--- src/rtl/seconds_timer_pkg.sv ---
// seconds_timer_pkg: FSM encoding and default sizing shared by seconds_timer_sched and its instantiators.
package seconds_timer_pkg;
  typedef enum logic {IDLE, SCAN} state_e;
  localparam int NCH_DEF   = 4;
  localparam int SEC_W_DEF = 8;
endpackage

--- src/rtl/seconds_timer_sched.sv ---
// seconds_timer_sched: NCH second-granularity timeouts served by one decrement unit scanning on each tick.
module seconds_timer_sched
  import seconds_timer_pkg::*;
#(
  parameter int NCH = NCH_DEF,
  parameter int SEC_W = SEC_W_DEF,
  localparam int CH_W = $clog2(NCH)
) (
  input  logic             clk100,
  input  logic             reset,
  input  logic             tick,
  input  logic             arm_valid,
  output logic             arm_ready,
  input  logic [CH_W-1:0]  arm_chan,
  input  logic [SEC_W-1:0] arm_secs,
  input  logic [NCH-1:0]   cancel,
  output logic [NCH-1:0]   active,
  output logic [NCH-1:0]   expire,
  output logic             busy,
  output logic             overrun
);
  state_e           state_q, state_d;
  logic [CH_W-1:0]  idx_q, idx_d;
  logic             pend_q, pend_d;
  logic             ovr_q, ovr_d;
  logic [NCH-1:0]   act_q, act_d;
  logic [NCH-1:0]   exp_q, exp_d;
  logic [SEC_W-1:0] rem_q [NCH];
  logic [SEC_W-1:0] rem_d [NCH];
  assign arm_ready = state_q == IDLE;
  assign busy      = state_q == SCAN;
  assign active    = act_q;
  assign expire    = exp_q;
  assign overrun   = ovr_q;
  always_comb begin
    state_d = state_q;
    idx_d   = idx_q;
    pend_d  = pend_q;
    ovr_d   = ovr_q;
    rem_d   = rem_q;
    act_d   = act_q & ~cancel;
    exp_d   = '0;
    if (state_q == IDLE) begin
      if (arm_valid) begin
        rem_d[arm_chan] = arm_secs;
        act_d[arm_chan] = |arm_secs;
        exp_d[arm_chan] = ~|arm_secs;
      end
      if (tick || pend_q) begin
        state_d = SCAN;
        idx_d   = '0;
        pend_d  = 1'b0;
      end
    end else begin
      // act_d already reflects cancel, so a cancelled slot neither decrements nor expires
      if (act_d[idx_q]) begin
        if (rem_q[idx_q] == SEC_W'(1)) begin
          act_d[idx_q] = 1'b0;
          exp_d[idx_q] = 1'b1;
        end else begin
          rem_d[idx_q] = rem_q[idx_q] - 1'b1;
        end
      end
      if (tick && pend_q) ovr_d = 1'b1;
      if (idx_q == CH_W'(NCH - 1)) begin
        state_d = (tick || pend_q) ? SCAN : IDLE;
        idx_d   = '0;
        pend_d  = 1'b0;
      end else begin
        idx_d  = idx_q + 1'b1;
        pend_d = pend_q | tick;
      end
    end
  end
  always_ff @(posedge clk100) begin
    if (reset) begin
      state_q <= IDLE;
      idx_q   <= '0;
      pend_q  <= 1'b0;
      ovr_q   <= 1'b0;
      act_q   <= '0;
      exp_q   <= '0;
      rem_q   <= '{default: '0};
    end else begin
      state_q <= state_d;
      idx_q   <= idx_d;
      pend_q  <= pend_d;
      ovr_q   <= ovr_d;
      act_q   <= act_d;
      exp_q   <= exp_d;
      rem_q   <= rem_d;
    end
  end
endmodule
--- config.mk ---
export PLATFORM = sky130hd
export DESIGN_NAME = seconds_timer_sched
export DESIGN_NICKNAME = d
export VERILOG_FILES = /design/src/rtl/seconds_timer_pkg.sv /design/src/rtl/seconds_timer_sched.sv
export SDC_FILE = /design/constraint.sdc
export NUM_CORES = 1
export LEC_CHECK = 0
export CAP_MARGIN = 20
export CORE_MARGIN = 4
export CORE_UTILIZATION = 55
export CTS_CLUSTER_DIAMETER = 100
export DETAILED_ROUTE_END_ITERATION = 6
export PLACE_DENSITY = 0.85
export SLEW_MARGIN = 20
export SYNTH_ARGS = -nofsm -noshare
export SYNTH_HDL_FRONTEND = slang
export SYNTH_SLANG_ARGS = --single-unit
export TNS_END_PERCENT = 30
--- constraint.sdc ---
create_clock -name clk100 -period 3 [get_ports clk100]
set_input_delay 0.45 -clock clk100 [delete_from_list [all_inputs] [get_ports clk100]]
set_output_delay 0.45 -clock clk100 [all_outputs]
set_load 0.01 [all_outputs]
Word-level counts from Yosys, hierarchy flattened
Cells that the tools add are included.
- flip-flop bits (word level): 45
- word-level logic and storage cells: 82
- add/subtract/negate cells: 2
- $lt $le $gt $ge: 8
- eq/ne operators: 4
- multiplexer cells: 37
- bitwise gates (word level): 9
- reduce and logical (&&, ||, !) cells: 12
- operator list (cell ; count):
    $mux W32 ; 4
    $bwmux W32 ; 2
    $demux W8 S2 ; 2
    $mux W4 ; 8
    $mux W8 ; 4
    $bmux W8 S2 ; 1
    $and A4 B4 Y4 ; 3
    $mux W1 ; 9
    $eq A8 B1 Y1 const B ; 1
    $not A4 Y4 ; 2
    $reduce_or A8 Y1 ; 1
    $sub A8 B1 Y8 const B ; 1
    $ge A3 B3 Y1 const B ; 2
    $lt A2 B3 Y1 const B ; 2
    $lt A3 B1 Y1 const B ; 2
    $mux W2 ; 3
    $not A2 Y3 ; 2
    $logic_and A1 B1 Y1 ; 5
    $bwmux W4 ; 1
    $demux W1 S2 ; 2
    $ge A2 B1 Y1 const B ; 2
    $reduce_bool A2 Y1 ; 2
    $reduce_and A3 Y1 ; 1
    $add A2 B1 Y2 const B ; 1
    other kinds (9) ; 9

Logic depth before layout (Yosys ltp)
Gate-level depths: netlist (run 1).
- depth in word-level cells: 9
- depth in mapped cells: 10
- depth with buffers taken out: 7

Worst setup path after synthesis (run 1)
OpenSTA, ideal clock, no wires.
- path type: register to register
- start point: register idx_q[0]
- end point: register rem_q[22] (netlist name)
- library setup time: 0.091 ns
- arrival: 2.271 ns
- required time: 2.909 ns
- path slack: 0.638 ns
- stages on the path, launching flop included: 10
- buffers on the path: 2
- path through: dfxtp_1 > buf_6 > mux4_2 > inv_1 > ha_1 > nor2b_1 > nand4b_4 > and3_1 > buf_2 > a311oi_1
- word-level cells in the longest chain between the ends: 9
- elaborated cells on any way between the ends: 20
- classes of those cells: add/sub (1); order compare (2); eq/ne (3); mux (11); bitwise (1); reduce/logical (2)
- RTL lines (element ; line ; source):
    start, declared ; seconds_timer_sched.sv:23 ; logic [CH_W-1:0] idx_q, idx_d;
    start signal, assigned ; seconds_timer_sched.sv:86 ; idx_q <= idx_d;
    $not A2 Y3 (not written as such) ; seconds_timer_sched.sv:57, seconds_timer_sched.sv:61 ;
    $bmux W8 S2, or another cell as far along ; seconds_timer_sched.sv:57, seconds_timer_sched.sv:61 ;
    $mux W8 (not written as such) / $logic_and A1 B1 Y1 (equally long branches) ; seconds_timer_sched.sv:57, seconds_timer_sched.sv:61 ;
    $mux W8, on equally long branches ; seconds_timer_sched.sv:57, seconds_timer_sched.sv:61 ;
    $sub A8 B1 Y8 / $demux W8 S2 (equally long branches) ; seconds_timer_sched.sv:61 ; rem_d[idx_q] = rem_q[idx_q] - 1'b1;
    $bwmux W32 ; seconds_timer_sched.sv:61 ;
    $mux W32 ; seconds_timer_sched.sv:57 ; if (rem_q[idx_q] == SEC_W'(1)) begin
    $mux W32 ; seconds_timer_sched.sv:56 ; if (act_d[idx_q]) begin
    $mux W32 ; seconds_timer_sched.sv:43 ; if (state_q == IDLE) begin
    end signal, assigned ; seconds_timer_sched.sv:91 ; rem_q <= rem_d;
    end, declared ; seconds_timer_sched.sv:28 ; logic [SEC_W-1:0] rem_q [NCH];
Several ways; a longest one is shown, not always the timed one. The select of a mux whose other input is x is not followed.
A chain may end at the register's enable or synchronous reset.

Worst setup path after layout (run 1)
- start point: register idx_q[0]
- end point: register rem_q[11] (netlist name)
Same word-level chain as after synthesis.

==> results of run 1 <==
-- per-stage QoR --
step | std cells | power [mW] | hold slack (ns) | cell area (sq um) | setup WS (ns)
floorplan | 330 | 0.943 | 0.469 | 2850 | 0.638
global placement | 414 | 1.06 | 0.449 | 3190 | 0.385
detailed placement | 414 | 1.07 | 0.483 | 3190 | 0.339
CTS | 422 | 1.55 | 0.503 | 3310 | 0.311
global route | 422 | 1.62 | 0.547 | 3310 | 0.0793
finish | 422 | 1.57 | 0.501 | 3310 | 0.284
-- state kept, by name, summed over array words and instances, names as in the netlist --
register  count
rem_q        32
active        4
expire        4
idx_q         2
busy          1
overrun       1
pend_q        1
-- cells in the final DEF, fill, tap and decap left out, types with 8 or more instances in the layout --
cell              n
dfxtp_1          45
a31oi_1          37
clkdlybuf4s50_1  28
nor2_1           26
a211oi_1         24
nand2_1          17
a21oi_1          17
buf_4            17
nor3_1           15
nor2b_1          14
mux4_2            9
o22a_1            9
nor4_1            9
mux2i_1           8
-- area by class of cell --
type	instances	share of cell area
repair buffers	45	0.123
flip-flops and latches	45	0.272
well taps	67	0.0253
inverters	5	0.00567
clock buffers	7	0.0261
clock inverters	1	0.00907
multi-input cells	252	0.538
-- worst max-delay path by stage --
stage               slack, ns  depth (start not counted)      start   endpoint
finish                   0.28                          7   idx_q[0]  rem_q[11]
floorplan                0.64                          9   idx_q[0]  rem_q[22]
global placement         0.39                          6  cancel[0]  rem_q[22]
detailed placement       0.34                          7   idx_q[0]  rem_q[11]
CTS                      0.31                          7   idx_q[0]  rem_q[11]
global route             0.08                          7   idx_q[0]  rem_q[22]
-- power by group through the flow --
stage	sequential (mW)	clock, mW	combinational [mW]
2_1_floorplan	0.653	0	0.290
3_3_place_gp	0.664	0	0.400
3_5_place_dp	0.664	0	0.407
4_1_cts	0.651	0.488	0.409
5_1_grt	0.656	0.520	0.449
6_report	0.652	0.488	0.426
-- layer usage --
| layer | global-route usage | up-vias | part of all wire |
|---|---|---|---|
| li1 | - | 1325 | - |
| met1 | 0.406 | 1430 | 0.39 |
| met2 | 0.471 | 258 | 0.43 |
| met3 | 0.102 | 52 | 0.13 |
| met4 | 0.137 | 0 | 0.044 |
| met5 | 0 | - | 0 |
-- worst max-delay path, cell delays in order (launching register included) --
cell and delay [ns]:
dfxtp_1 0.61, mux4_2 0.64, inv_1 0.12, ha_1 0.14
nor2b_1 0.25, nand4b_4 0.20, and3_1 0.36, a211oi_1 0.29
-- logic make-up after synthesis --
logic type                 after synthesis
AOI/OAI and AO/OA                      111
xor gates and xnor gates                 2
and+or+nand+nor                        116
DFF                                     45
adders and majority gates                6
buffers and inverters                   33
muxes                                   17
==> reports/results.txt, run 1 <==
Worst EP required: 3.21 ns
clock power share: 0.312
CTS Hold Bufs: 0
Comb power frac: 0.272
CTS tree: built
worst r2r dst: rem_q[11]
Resize count post-CTS: 0
Final Routed Wirelength: 9590 microns
Hold Path Sink: overrun
outcome: finished clean
R2R depth: 7
vias: 3065
Mean Syn Cell Area: 8.62 sq um
Setup CP Type: reg2reg
Worst EP arrival: 2.92 ns
Inserted Clock Buffers: 5
Setup Fix Bufs, Post-CTS: 0
Sw Pwr: 503 uW
routed len/inst: 22.7 microns
first-pass GRT wire length: 15100 microns
Sequential Area: 901 sq um
Post-synth top cells: 45 x dfxtp_1, 37 x a31oi_1, 26 x nor2_1
synth unique cells: 45
RSZ-0062 raised after global routing: no
fin util: 0.678
Crit. End Element: flop
mux cell area share after synthesis: 0.0994
top-area cell type share of the netlist area: 0.317
area of the multi-input gates: 1780 sq um
crit path launch type: flop
Worst Path Max Fanout: 9
final setup violating endpoints: 0
#FFs+latches synth: 45
LEAKAGE: 1.10 nW
Worst Tran Pin Value: 0.663 ns
initial antenna violation count: 0
Ant. Diodes: 0
hold depth: 2
Synth Flop Type: dfxtp_1
die width: 79.9 microns
main combinational cell family by area after synthesis: compound AO/OA/AOI/OAI gates
R2R setup slack: 0.28 ns
setup total negative slack: 0 ns
layout cells sized above 1: 0.121
Synth Area in Compound Gates: 0.269
num rows: 25
Starting DRT DRC Count: 467
Rel. slew slack: 0.558
layout net count: 378
Max IR drop VDD: 0.314 mV
sequential power share: 0.417
Clock Path Buffers: 2
Hold Crit Start: overrun
FFs w/ async S/R, synth: 0
CTS clk-pin slew, worst paths: 0.09 ns
Cell Int Power: 1.06 mW
GR Util All Layers: 0.312
top cell type by total area after synthesis: dfxtp_1
largest net degree at the start of global routing: 46
post-detail-place hpwl: 6620 microns
die height: 79.9 microns
Max Cap Viol: 0
fillers: 431
post-synthesis adder-cell area fraction: 0.0264
ranking of synthesized cells by area: dfxtp_1 32%, a31oi_1 8.1%, mux4_2 7.1%
DRC Markers: 0
Min-Delay Path Class: reg2reg
H-tree levels: 2
EDFF count, synth: 0
Synth Warn #: 0
GR Overflow Total: 0
vias in the first global route: 2893
syn nets: 354
Net Sw Frac: 0.321
fin crit period: 2.72 ns
I/O pin total: 29
CTS Sinks: 45
post-synthesis sequential area ratio: 0.317
count of input and output buffers: 28
power per cell area: 473 nW/um^2
Post-Synth XOR/XNOR Area: 0.00616
reg2reg start: idx_q[0]
f_max: 0.368 GHz
Area Overhead vs Synth: 16.3%
Clock Tree Root: clkbuf_8
vias per inst: 7.26
Final ANT Viol Nets: 0
simple-gate share of the synthesized area: 0.226
Worst-Skew Late Latency: 0.30 ns
die area: 6390 sq um
DR pass1 iterations: 5
core area: 4880 sq um
Syn Inst Count: 330
global placement routability congestion: 1.01
Synth Cell Area: 2850 sq um
period utilization: 0.905
Hold Vio Cnt, Final: 0
initial core utilization: 0.583
count leader, synth: dfxtp_1
Clock Skew: 0.00747 ns
Slew Viols, Final: 0
Note: power is estimated with default switching activity, not from simulation.
==> inputs of run 2 (changes only) <==
--- a/config.mk
+++ b/config.mk
@@ -11,4 +11,5 @@
 export CTS_CLUSTER_DIAMETER = 100
 export DETAILED_ROUTE_END_ITERATION = 6
+export GPL_ROUTABILITY_DRIVEN = 0
 export PLACE_DENSITY = 0.85
 export SLEW_MARGIN = 20
==> constraint.sdc (replaced) <==
create_clock -name clk100 -period 2.9 [get_ports clk100]
set_input_delay 0.435 -clock clk100 [delete_from_list [all_inputs] [get_ports clk100]]
set_output_delay 0.435 -clock clk100 [all_outputs]
set_load 0.05 [all_outputs]
==> reports/results.txt, run 2 (synthesis results as in run 1) <==
power per cell area: 470 nW/um^2 (-0.60%)
R2R depth: 7 (unchanged)
Top reg by flops: rem_q
reg2reg start: idx_q[0]
I/O pin total: 29 (unchanged)
Hold Vio Cnt, Final: 0 (unchanged)
Slew Viols, Final: 0 (unchanged)
layout cells sized above 1: 0.142 (+0.0205)
Area Overhead vs Synth: 17.2%
most frequent cells in the layout: 45 x dfxtp_1, 37 x a31oi_1, 28 x clkdlybuf4s50_1
Crit. End Element: flop
worst r2r dst: rem_q[22]
CTS Sinks: 45 (unchanged)
vias: 3029 (-1.2%)
Setup CP Type: reg2reg
most common cell after layout, fill and taps aside: dfxtp_1
Cell Int Power: 1.04 mW (-1.8%)
period utilization: 0.978 (+0.0725)
vias per inst: 7.09 (-2.3%)
die width: 79.9 microns (unchanged)
Starting DRT DRC Count: 419 (-10%)
crit path launch type: flop
worst stage delay on the critical path: 0.64 ns (about the same)
Ant. Diodes: 0 (unchanged)
Worst EP arrival: 3.04 ns (+0.12 ns)
clock power share: 0.274 (-0.038)
DRC Markers: 0 (unchanged)
fin crit period: 2.84 ns (+0.120 ns)
first-pass GRT wire length: 15200 microns (+0.41%)
CP bufs+invs: 1 (unchanged)
Final Routed Wirelength: 9580 microns (about the same)
routed len/inst: 22.4 microns (-1.2%)
Clock Skew: 0.0133 ns (+0.00582 ns)
Clock Path Buffers: 2 (unchanged)
layout net count: 383 (+1.3%)
f_max: 0.353 GHz (-4.2%)
hold depth: 2 (unchanged)
largest net degree at the start of global routing: 46 (unchanged)
worst setup path endpoint: rem_q[22]
Crit path depth: 7 (unchanged)
Comb power frac: 0.299 (+0.027)
die height: 79.9 microns (unchanged)
Worst path slowest cell: mux4_2
initial antenna violation count: 0 (unchanged)
die area: 6390 sq um (unchanged)
Worst Setup SP: idx_q[0]
Top delay family on crit path: simple AND/OR/NAND/NOR gates
Final ANT Viol Nets: 0 (unchanged)
CTS Hold Bufs: 0 (unchanged)
initial core utilization: 0.583 (unchanged)
Inserted Clock Buffers: 5 (unchanged)
RSZ-0062 raised after global routing: no
Worst EP required: 3.10 ns (-0.11 ns)
CTS tree: built
Clock Tree Root: clkbuf_8
DR pass1 iterations: 7 (+2)
count of input and output buffers: 28 (unchanged)
Min-Delay Path Class: reg2reg
CTS clk-pin slew, worst paths: 0.09 ns (about the same)
Max Cap Viol: 0 (unchanged)
R2R setup slack: 0.06 ns (-0.22 ns)
Resize count post-CTS: 0 (unchanged)
post-detail-place hpwl: 6750 microns (+1.9%)
H-tree levels: 2 (unchanged)
GR Overflow Total: 0 (unchanged)
setup total negative slack: 0 ns (unchanged)
outcome: finished clean
Setup Fix Bufs, Post-CTS: 0 (unchanged)
final setup violating endpoints: 0 (unchanged)
critical path, cell by cell: mux4_2 -> inv_1 -> ha_1 -> nor2b_1 -> nand4b_4 -> and3_1 -> a311oi_1
vias in the first global route: 2980 (+3.0%)
Worst Tran Pin Value: 0.566 ns (-0.0967 ns)
core area: 4880 sq um (unchanged)
Worst Path Max Fanout: 17 (+8)
GR Util All Layers: 0.314 (+0.00209)
final hold slack: 0.482 ns (-0.0190 ns)
Sw Pwr: 525 uW (+4.3%)
num rows: 25 (unchanged)
Net Sw Frac: 0.335 (+0.0133)
sequential power share: 0.427 (+0.010)
max FFs per register: 32 (unchanged)
Max IR drop VDD: 0.303 mV (-3.6%)
Worst-Skew Late Latency: 0.31 ns (about the same)
Rel. slew slack: 0.619 (+0.0612)
LEAKAGE: 1.12 nW (+1.4%)
==> run 2: cell count changes in the layout (fill, tap and decap cells not counted) <==
| cell | before | now |
|---|---|---|
| and3_1 | 6 | 4 |
| and3_2 | 0 | 2 |
| buf_4 | 17 | 22 |
| bufinv_16 | 1 | 0 |
| clkbuf_1 | 1 | 0 |
| clkbuf_8 | 6 | 7 |
| clkinv_2 | 0 | 1 |
==> run 2: metal layers <==
| layer | part of all wire | GRT usage | vias to the layer above | routed length, microns |
|---|---|---|---|---|
| met2 | 0.45 | 0.493 | 223 | 4280 |
| met4 | 0.045 | 0.155 | 0 | 427 |
| met5 | 0 | 0 | - | 0 |
| met3 | 0.13 | 0.0982 | 54 | 1290 |
| met1 | 0.37 | 0.388 | 1412 | 3580 |
| li1 | - | - | 1340 | - |
==> run 2: power by group through the flow <==
| stage | clock [mW] | sequential (mW) | combinational [mW] |
|---|---|---|---|
| after global routing | 0.461 | 0.672 | 0.499 |
| after detailed placement | 0 | 0.682 | 0.451 |
| after floorplan | 0 | 0.685 | 0.303 |
| final | 0.429 | 0.670 | 0.470 |
| after CTS | 0.433 | 0.668 | 0.453 |
| after global placement | 0 | 0.681 | 0.440 |
==> run 2: worst register-to-register path, cell delays in order (launching register included) <==
cell      delay (ns)
dfxtp_1         0.54
mux4_2          0.64
inv_1           0.13
ha_1            0.14
nor2b_1         0.25
nand4b_4        0.31
and3_1          0.39
a311oi_1        0.35
==> run 2: worst min path at each step <==
stage               startpoint       to  slack (ns)
finish                 overrun  overrun        0.48
floorplan               pend_q  overrun        0.47
CTS                    overrun  overrun        0.49
detailed placement     overrun  overrun        0.47
global route           overrun  overrun        0.55
global placement       overrun  overrun        0.45
==> run 2: final cells by class <==
cell class | instances | area (sq um)
clock inverters | 1 | 5.00
inverters | 5 | 18.8
multi-input cells | 252 | 1780
fillers | 409 | 1550
flip-flops and latches | 45 | 901
well taps | 67 | 83.8
clock buffers | 7 | 96.3
repair buffers | 50 | 445
==> run 2: metrics by stage <==
stage                      util  power (mW)  instance area [sq um]  cells  setup slack, ns
after CTS                 0.683        1.55                   3330    427            0.181
after global placement    0.662        1.12                   3230    419            0.298
after floorplan               -       0.988                   2850    330            0.538
after detailed placement  0.662        1.13                   3230    419            0.203
after global routing      0.683        1.63                   3330    427         0.000364
final                     0.683        1.57                   3330    427           0.0648
==> inputs of run 3 (changes only) <==
Settings changed: CORE_MARGIN 4 to 2, CORE_UTILIZATION 55 to 52, PLACE_DENSITY 0.85 to 0.84, SETUP_SLACK_MARGIN from default to 0.3.
Clock period 2.9 ns to 2.45 ns, I/O delays scaled along.
==> reports/results.txt, run 3 (synthesis results as in run 1) <==
outcome: finished clean
Max IR drop VDD: 0.506 mV (+67%)
Top reg by flops: rem_q
Final Routed Wirelength: 12500 microns (+30%)
post-detail-place hpwl: 6560 microns (-2.8%)
Tot Pwr: 2.17 mW (+39%)
CTS tree: built
final setup violating endpoints: 0 (unchanged)
DR pass1 iterations: 7 (unchanged)
Worst Tran Pin Value: 0.556 ns (-0.0105 ns)
Rel. slew slack: 0.629 (+0.0103)
Clock Skew: 0.00583 ns (-0.00746 ns)
Final ANT Viol Nets: 0 (unchanged)
GR Overflow Total: 0 (unchanged)
layout cells sized above 1: 0.291 (+0.150)
largest net degree at the start of global routing: 46 (unchanged)
CTS clk-pin slew, worst paths: 0.09 ns (about the same)
LEAKAGE: 1.30 nW (+16%)
CTS Sinks: 45 (unchanged)
crit path launch type: flop
RSZ-0062 raised after global routing: yes
first-pass GRT wire length: 17600 microns (+16%)
H-tree levels: 2 (unchanged)
routed len/inst: 27.2 microns (+21%)
Worst-Skew Late Latency: 0.32 ns (about the same)
Worst EP required: 2.71 ns (-0.39 ns)
max FFs per register: 32 (unchanged)
Clock Tree Root: clkbuf_8
core area: 5200 sq um (+6.7%)
placed cell count: 431 (+2.9%)
period utilization: 0.986 (+0.00875)
fin cells: 458 (+7.3%)
die width: 78.0 microns (-2.4%)
Worst Path Max Fanout: 7 (-10)
Inserted Clock Buffers: 5 (unchanged)
I/O pin total: 29 (unchanged)
Hold Vio Cnt, Final: 0 (unchanged)
GR Util All Layers: 0.373 (+0.0588)
placed inst area: 3320 sq um (+2.7%)
initial antenna violation count: 0 (unchanged)
Min-Delay Path Class: reg2reg
most frequent cells in the layout: 42 x dfxtp_1, 42 x buf_4, 35 x a31oi_1
fin crit period: 2.42 ns (-0.419 ns)
Clock Path Buffers: 2 (unchanged)
initial core utilization: 0.547 (-0.0364)
CTS Hold Bufs: 0 (unchanged)
vias: 3563 (+18%)
vias in the first global route: 3306 (+11%)
die height: 78.0 microns (-2.4%)
num rows: 26 (+4.0%)
Worst EP arrival: 2.68 ns (-0.36 ns)
Ant. Diodes: 0 (unchanged)
fillers: 311 (-24%)
power per cell area: 567 nW/um^2 (+21%)
count of input and output buffers: 28 (unchanged)
Area Overhead vs Synth: 34.8%
cell area after layout: 3830 sq um (+15%)
vias per inst: 7.78 (+9.7%)
layout net count: 411 (+7.3%)
f_max: 0.414 GHz (+17%)
Slew Viols, Final: 0 (unchanged)
DRC Markers: 0 (unchanged)
Starting DRT DRC Count: 753 (+80%)
fin util: 0.737 (+0.0534)
final hold slack: 0.488 ns (+0.00555 ns)
die area: 6080 sq um (-4.8%)
Setup CP Type: reg2reg
Max Cap Viol: 0 (unchanged)
Crit. End Element: flop
==> run 3: final timing paths <==
kind	slack [ns]	end	from	cells past startpoint
min reg2reg	0.49	overrun	overrun	2
max reg2reg	0.03	expire[0]	idx_q[1]	8
min	0.49	overrun	overrun	2
max	0.03	expire[0]	idx_q[1]	8
==> run 3: critical path: stages, from the launching register on <==
cell	delay (ns)
dfxtp_4	0.44
buf_6	0.14
buf_6	0.11
mux4_2	0.39
nor3_4	0.32
buf_6	0.14
nand4_1	0.23
o22ai_1	0.40
nor2b_1	0.17
==> run 3: power breakdown <==
group | internal (mW) | switching [mW] | total [mW]
sequential | 0.766 | 0.0403 | 0.806
combinational | 0.308 | 0.441 | 0.749
clock | 0.332 | 0.287 | 0.619
==> run 3: area by class of cell <==
type	instances	area, sq um	area share
repair buffers	78	694	0.181
flip-flops and latches	45	910	0.237
inverters	5	18.8	0.00489
clock buffers	6	82.6	0.0215
multi-input cells	252	2000	0.523
well taps	70	87.6	0.0228
clock inverters	2	37.5	0.00979
==> run 3: what timing repair did <==
action                                  in CTS  in global routing
resized for setup                           32                 20
pin swaps                                   11                  8
cloned                                       0                  0
setup buffers                               12                  7
endpoints found under the setup margin      41                 42
==> run 3: through the flow <==
step	setup TNS, ns	setup slack (ns)
global placement	0	0.0910
floorplan	0	0.258
detailed placement	0	0.0234
global route	-0.0223	-0.0223
finish	0	0.0333
CTS	0	0.221
==> run 3: layer usage <==
| metal | vias up | routed length [microns] | global-route usage |
|---|---|---|---|
| li1 | 1394 | - | - |
| met1 | 1579 | 4050 | 0.466 |
| met2 | 419 | 5210 | 0.577 |
| met3 | 171 | 1800 | 0.0802 |
| met4 | 0 | 1400 | 0.251 |
| met5 | - | 0 | 0 |
